**config.mk**
```make
export PLATFORM = sky130hd
export DESIGN_NAME = fir_output_decimator
export DESIGN_NICKNAME = d
export VERILOG_FILES = /design/src/rtl/fir_pkg.sv /design/src/rtl/sync_fifo.sv /design/src/rtl/fir_output_decimator.sv
export SDC_FILE = /design/constraint.sdc
export NUM_CORES = 1
export LEC_CHECK = 0
export ABC_AREA = 1
export ABC_CLOCK_PERIOD_IN_PS = 3610
export CORE_MARGIN = 1
export CORE_UTILIZATION = 55
export DETAILED_ROUTE_END_ITERATION = 6
export PLACE_DENSITY = 0.81
export SYNTH_ARGS = -nofsm -noshare
export SYNTH_HDL_FRONTEND = slang
export SYNTH_SLANG_ARGS = --single-unit
export TNS_END_PERCENT = 20
```
**constraint.sdc**
```tcl
create_clock -name clk -period 3.61 [get_ports clk]
set_input_delay 0.361 -clock clk [delete_from_list [all_inputs] [get_ports clk]]
set_output_delay 0.361 -clock clk [all_outputs]
set_load 0.01 [all_outputs]
```
**src/rtl/fir_pkg.sv**
```systemverilog
// Shared definitions for the Vedic-multiplier FIR chain: sample widths and
// small constant/arithmetic helpers used by the filter and its downstream stages.
package fir_pkg;
  localparam int FIR_IN_W  = 4;
  localparam int FIR_OUT_W = 8;

  function automatic int clog2(input int v);
    int r;
    r = 0;
    while ((1 << r) < v) r++;
    return r;
  endfunction

  // Clamp a signed value into the range of a w-bit signed number.
  function automatic logic signed [31:0] saturate(input logic signed [31:0] v, input int w);
    logic signed [31:0] hi, lo;
    hi = (32'sd1 <<< (w - 1)) - 32'sd1;
    lo = -(32'sd1 <<< (w - 1));
    if (v > hi) return hi;
    else if (v < lo) return lo;
    else return v;
  endfunction
endpackage

```
**src/rtl/sync_fifo.sv**
```systemverilog
// Pointer-based synchronous FIFO; the extra pointer MSB separates full from empty.
// A push while full is accepted only when a pop frees the head slot in the same cycle.
module sync_fifo
  import fir_pkg::*;
#(
  parameter int W     = 8,
  parameter int DEPTH = 4
) (
  input  logic                    clk,
  input  logic                    rst_n,
  input  logic                    push,
  input  logic                    pop,
  input  logic [W-1:0]            din,
  output logic [W-1:0]            dout,
  output logic                    full,
  output logic                    empty,
  output logic [clog2(DEPTH):0]   count
);
  localparam int AW = clog2(DEPTH);

  logic [W-1:0] mem [DEPTH];
  logic [AW:0]  wptr, rptr;
  logic         do_push, do_pop;

  assign empty   = (wptr == rptr);
  assign full    = (wptr[AW] != rptr[AW]) && (wptr[AW-1:0] == rptr[AW-1:0]);
  assign count   = wptr - rptr;
  assign do_pop  = pop && !empty;
  assign do_push = push && (!full || do_pop);
  assign dout    = mem[rptr[AW-1:0]];

  always_ff @(posedge clk or negedge rst_n) begin
    if (!rst_n) begin
      wptr <= '0;
      rptr <= '0;
      for (int i = 0; i < DEPTH; i++) mem[i] <= '0;
    end else begin
      if (do_push) begin
        mem[wptr[AW-1:0]] <= din;
        wptr <= wptr + 1'b1;
      end
      if (do_pop) rptr <= rptr + 1'b1;
    end
  end
endmodule

```
**src/rtl/fir_output_decimator.sv**
```systemverilog
// Integrate-and-dump decimator behind the FIR: every DEC accepted samples are
// summed, scaled by an arithmetic shift, saturated and queued for a valid/ready consumer.
module fir_output_decimator
  import fir_pkg::*;
#(
  parameter int IN_W       = FIR_OUT_W,
  parameter int OUT_W      = 8,
  parameter int DEC        = 4,
  parameter int SHIFT      = 2,
  parameter int FIFO_DEPTH = 4
) (
  input  logic                    clk,
  input  logic                    rst_n,
  input  logic                    in_valid,
  input  logic signed [IN_W-1:0]  in_data,
  input  logic                    flush,
  output logic                    out_valid,
  input  logic                    out_ready,
  output logic signed [OUT_W-1:0] out_data,
  output logic                    sat,
  output logic                    overflow
);
  localparam int PH_W  = clog2(DEC);
  localparam int ACC_W = IN_W + PH_W;
  localparam int CW    = clog2(FIFO_DEPTH) + 1;

  logic signed [ACC_W-1:0] acc, sum, scaled;
  logic signed [31:0]      wide, clamped;
  logic [PH_W-1:0]         phase;
  logic [OUT_W-1:0]        fifo_din;
  logic [CW-1:0]           count;
  logic                    dump, pop, full, empty, unused_count;

  assign sum      = acc + $signed({{PH_W{in_data[IN_W-1]}}, in_data});
  assign scaled   = sum >>> SHIFT;
  assign wide     = {{(32-ACC_W){scaled[ACC_W-1]}}, scaled};
  assign clamped  = saturate(wide, OUT_W);
  assign fifo_din = clamped[OUT_W-1:0];
  // flush takes priority, so a sample arriving with flush never dumps
  assign dump     = in_valid && !flush && (phase == PH_W'(DEC - 1));
  assign out_valid = !empty;
  assign pop       = out_valid && out_ready;
  assign unused_count = ^count;

  sync_fifo #(.W(OUT_W), .DEPTH(FIFO_DEPTH)) u_fifo (
    .clk   (clk),
    .rst_n (rst_n),
    .push  (dump),
    .pop   (pop),
    .din   (fifo_din),
    .dout  (out_data),
    .full  (full),
    .empty (empty),
    .count (count)
  );

  always_ff @(posedge clk or negedge rst_n) begin
    if (!rst_n) begin
      acc      <= '0;
      phase    <= '0;
      sat      <= 1'b0;
      overflow <= 1'b0;
    end else begin
      if (flush || dump) begin
        acc   <= '0;
        phase <= '0;
      end else if (in_valid) begin
        acc   <= sum;
        phase <= phase + PH_W'(1);
      end
      sat <= dump && (clamped != wide);
      if (dump && full && !pop) overflow <= 1'b1;
    end
  end
endmodule

```
# Word level (Yosys, flattened, before mapping)
# Cells that the tools add are included.
# totals
regBits	52
inputBits	13
word_cells	55
n_memories	0
mem_bits_ro	0
output_inout_bits	11
mem_bits_rw	0
latch_bits	0
# op_classes
n_shift	0
div_mod_pow	0
add_sub_neg	4
n_bitwise	2
n_reduce_logical	17
n_eq_ne	5
muxes	12
n_mul	0
order_cmp	5
# op_table
operator	n
$mux 32	2
$bwmux 32	1
$ne 32x8->1	1
$mux 8	3
$mux 10	2
$bmux 8 s2	1
$demux 8 s2	1
$add 10x8->10	1
$logic_and 1x1->1	10
$gt 8x8->1 const B	1
$lt 8x8->1 const B	1
$add 3x1->3 const B	2
$ge 3x3->1 const B	2
$not 2->3	2
$logic_not 1->1	4
$mux 2	2
$eq 3x3->1	1
$lt 3x1->1 const B	1
$add 2x1->2 const B	1
$eq 2x2->1	1
$eq 2x2->1 const B	1
$logic_or 1x1->1	2
$reduce_bool 2->1	1
$ne 1x1->1	1

# Longest topological paths before layout
# depth
ltp_word	6
depth_mapped	11
depth_no_buf	11

# By module
# From an unflattened synthesis, not the netlist that was laid out.
# hier_totals
cells_unflattened	380
hier_area_um2	3111.7
# by_module_without_submodules
mod	cells_per_inst	area_each_um2	n_inst	seq_area_each_um2
sync_fifo	242	2058.2	1	950.9
fir_output_decimator	138	1053.5	1	350.3

# Least setup slack after synthesis
# OpenSTA, ideal clock, no wires.
# synth_path
path_kind	input to register
startpoint	input in_data[0]
endpoint	register u_fifo.mem[10] (netlist name)
arrival_ps	1630
required_time_ps	3545
stages	8
slack_ps	1915
path_buffers	0
setup_time_ps	65
cell_sequence	ha_1 -> inv_1 -> fa_1 -> nand3b_1 -> nand2_1 -> xor2_1 -> nand2_1 -> nand2_1
# synth_via
elab_chain_len	5
word_cells_on_any_way	6
cone_classes	add/sub: 1; order compare: 2; mux: 3
# synth_lines
item	line	text
start, declared	fir_output_decimator.sv:15	input logic signed [IN_W-1:0] in_data,
$add 10x8->10 *	fir_output_decimator.sv:34	assign sum = acc + $signed({{PH_W{in_data[IN_W-1]}}, in_data});
$lt 8x8->1	fir_pkg.sv:20	else if (v < lo) return lo;
$mux 32	fir_pkg.sv:20	
$mux 32 *	fir_pkg.sv:19	if (v > hi) return hi;
$bwmux 32 *	sync_fifo.sv:39	mem[wptr[AW-1:0]] <= din;
end signal, assigned by index	sync_fifo.sv:39	
end, declared	sync_fifo.sv:21	logic [W-1:0] mem [DEPTH];
# Mark *: on every way between the ends. The rest lies on a longest branch, timed or not.
# A chain may end at the register's enable or synchronous reset.

# Final worst setup path
# layout_path
startpoint	register u_fifo.rptr[0]
endpoint	output out_valid
# layout_via
elab_chain_len	2
# layout_lines
item	line	text
start, declared	sync_fifo.sv:22	logic [AW:0] wptr, rptr;
start signal, assigned	sync_fifo.sv:42	if (do_pop) rptr <= rptr + 1'b1;
$eq 3x3->1	sync_fifo.sv:25	assign empty = (wptr == rptr);
$logic_not 1->1	fir_output_decimator.sv:41	assign out_valid = !empty;
end, declared	fir_output_decimator.sv:17	output logic out_valid,
# Every way passes these cells.

==> results.json <==
{
  "outcome": "finished clean",
  "power_density_nw_per_um2": 576,
  "die-area_um2": 5640,
  "synth_top_cells_by_count": "nand2_1 (153), dfrtp_1 (52), inv_1 (26)",
  "endpoint_kind": "output port",
  "syn_inst": 362,
  "required_ns": 3.25,
  "route.vias.total": 2398,
  "grt_max_degree": 31,
  "synth_area_um2": 2940,
  "coreArea_um2": 5140,
  "r2r_start": "acc[0]$_DFFE_PN0P_",
  "synth_xor_xnor_area_share_pct": 2.64,
  "grt_antenna_before_repair": 0,
  "synth_ff_type": "dfrtp_1",
  "cts_tree": "done",
  "numClockSinks": 52,
  "fin_crit_ns": 2.50,
  "holdBufCountCts": 0,
  "ant_nets": 0,
  "via_per_inst": 5.22,
  "post-route-period-util_pct": 69.3,
  "hpwl_mm": 4.24,
  "ys_seq_elements": 52,
  "grt_pass1_vias": 2143,
  "synth-simple-area-share_pct": 32.0,
  "worstPathArrival_ns": 2.14,
  "max-cap-violations": 0,
  "gr-total-overflow": 0,
  "syn_area_per_cell_um2": 8.11,
  "drc_errors": 0,
  "clock_skew_ns": 0.00567,
  "timing.setup.tns_ns": 0,
  "synth_area_leaders": "dfrtp_1 (44%), nand2_1 (20%), ha_1 (6.4%), inv_1 (3.3%), nor2_1 (3.2%)",
  "synth_top_family_by_area": "simple AND/OR/NAND/NOR gates",
  "place.gp.congestion": 0.886,
  "p_leak_nw": 1.84,
  "area_growth_syn_to_layout_pct": 13.5,
  "synth_warnings": 0,
  "path_common_cell": "nand2_2",
  "yosysTopAreaCellShare_pct": 44.3,
  "synth_compound_area_share_pct": 7.50,
  "die_h_um": 75.1,
  "root_buffer": "clkbuf_8",
  "worstMarginPinSlew_ns": 0.806,
  "drt-initial-drc-count": 115,
  "crit_chain": "inv_6 -> nand2_2 -> nand2_2 -> nor2_4 -> nand2_1 -> clkdlybuf4s50_1",
  "ir_worst_vdd_mv": 0.212,
  "die_x_um": 75.1,
  "fmax_mhz": 400,
  "cts_made_buffers": 5,
  "critPathLaunch": "u_fifo.rptr[0]$_DFFE_PN0P_",
  "start_util_pct": 57.1,
  "seq_area_frac_synth_pct": 44.3,
  "post_cts_buffers": 0,
  "criticalPathCategory": "flip-flop to output port",
  "row_count": 26,
  "pin_count": 24,
  "synth_area_leader_cell": "dfrtp_1",
  "grt_pass1_wl_mm": 10.0,
  "critPathMaxStageDelay_ns": 0.78,
  "synthMuxAreaShare_pct": 0,
  "clock_latency_ns": 0.31,
  "critPathLaunchType": "flip-flop",
  "cts_resized": 0,
  "firstDrtPassIters": 4,
  "critPathMaxFanout": 19,
  "relSlewSlack_pct": 46.1,
  "clk_path_buf_depth": 2,
  "synth.distinct_cells": 32,
  "portBuffers": 23,
  "drive_above_1_share_pct": 7.97,
  "synthArstFlopShare_pct": 100,
  "synth_edf_count": 0,
  "wire_per_inst_um": 13.0,
  "setup_viol": 0,
  "n_antenna_cell": 0,
  "synth_most_common_cell": "nand2_1",
  "fin_nets": 417,
  "synth_fp_nets": 391,
  "slowest_stage": "dfrtp_1",
  "hold_slack_ns": 0.0158,
  "htreeDepth": 2,
  "drt-total-wl_mm": 5.99,
  "hold_viol": 0,
  "synth_fa_ha_area_share_pct": 7.07,
  "hold_path.class": "input port to asynchronous set/reset pin",
  "track_usage_pct": 24.3,
  "final-max-slew-violation-count": 0,
  "rsz0062_at_grt": "no",
  "clkTransAtPathRegs_ns": 0.09
}
## power by group
part,internal [mW],total [mW],switching (mW)
Sequential,0.665,0.772,0.107
Clock,0.206,0.395,0.189
Combinational,0.327,0.755,0.428
Total,1.20,1.92,0.724
## through the flow
stage | total power, mW | std cells | instance area [um2] | setup slack [ns] | utilization, %
after global placement | 1.52 | 451 | 3230 | 1.32 | 62.8
after CTS | 1.94 | 459 | 3330 | 1.10 | 64.9
final | 1.92 | 459 | 3330 | 1.11 | 64.9
after global routing | 2.06 | 459 | 3330 | 0.954 | 64.9
after floorplan | 1.28 | 362 | 2940 | 1.92 | -
after detailed placement | 1.54 | 451 | 3230 | 1.25 | 62.8
## placed cells by master (no fill, tap or decap), drive strengths merged, types with 2 or more instances in the layout
cell type        n
o22ai            8
a22o             3
clkbuf           6
a21oi            5
clkdlybuf4s50   22
buf              3
nand4            2
inv             32
nor2            31
nand3           14
nor3             2
xor2             6
dfrtp           52
nand2          159
o21ai           19
ha              15
xnor2            2
## cells by family after synthesis
| logic type | count (synthesis) |
|---|---|
| other cells | 1 |
| compound gates | 38 |
| fa+ha+maj | 16 |
| xor+xnor | 8 |
| buf+inv | 38 |
| simple gates | 209 |
| flops | 52 |
## area by class of cell
cell class              count  area, um2
well taps                  70       87.6
flip-flops and latches     52       1300
inverters                  32        150
multi-input cells         272       1450
repair buffers             25        240
fillers                   466       1810
clock inverters             2       35.0
clock buffers               6       72.6
## worst max-delay path, delay by kind of cell, from the launching register on
family	cells	cell delay, ns
buf+inv	2	0.66
flops	1	0.78
simple gates	4	0.39
## per-layer routing
layer  part of all wire [%]  track usage (%)  wire length, um
met4                    1.6             10.1               94
met3                    5.0             3.75              301
met1                     46             32.6             2730
met2                     48             39.4             2860
met5                      0                0                0
## final timing paths
kind / slack [ns] / end / depth (start not counted)
setup / recovery: 1.11 / out_valid / 6
hold / removal: 0.02 / u_fifo.mem[5]$_DFFE_PN0P_ / 1
max in group asynchronous: 2.81 / u_fifo.wptr[0]$_DFFE_PN0P_ / 2
min in group clk: 0.47 / u_fifo.mem[9]$_DFFE_PN0P_ / 2
hold reg to reg: 0.47 / u_fifo.mem[9]$_DFFE_PN0P_ / 2
setup reg to reg: 1.73 / u_fifo.mem[10]$_DFFE_PN0P_ / 8
## state kept, by name (all words and copies together), names as in the netlist
register and cells:
sat 1, acc 10, u_fifo.rptr 3, phase 2
u_fifo.mem 32, u_fifo.wptr 3, overflow 1
(Power assumes the default switching activity.)
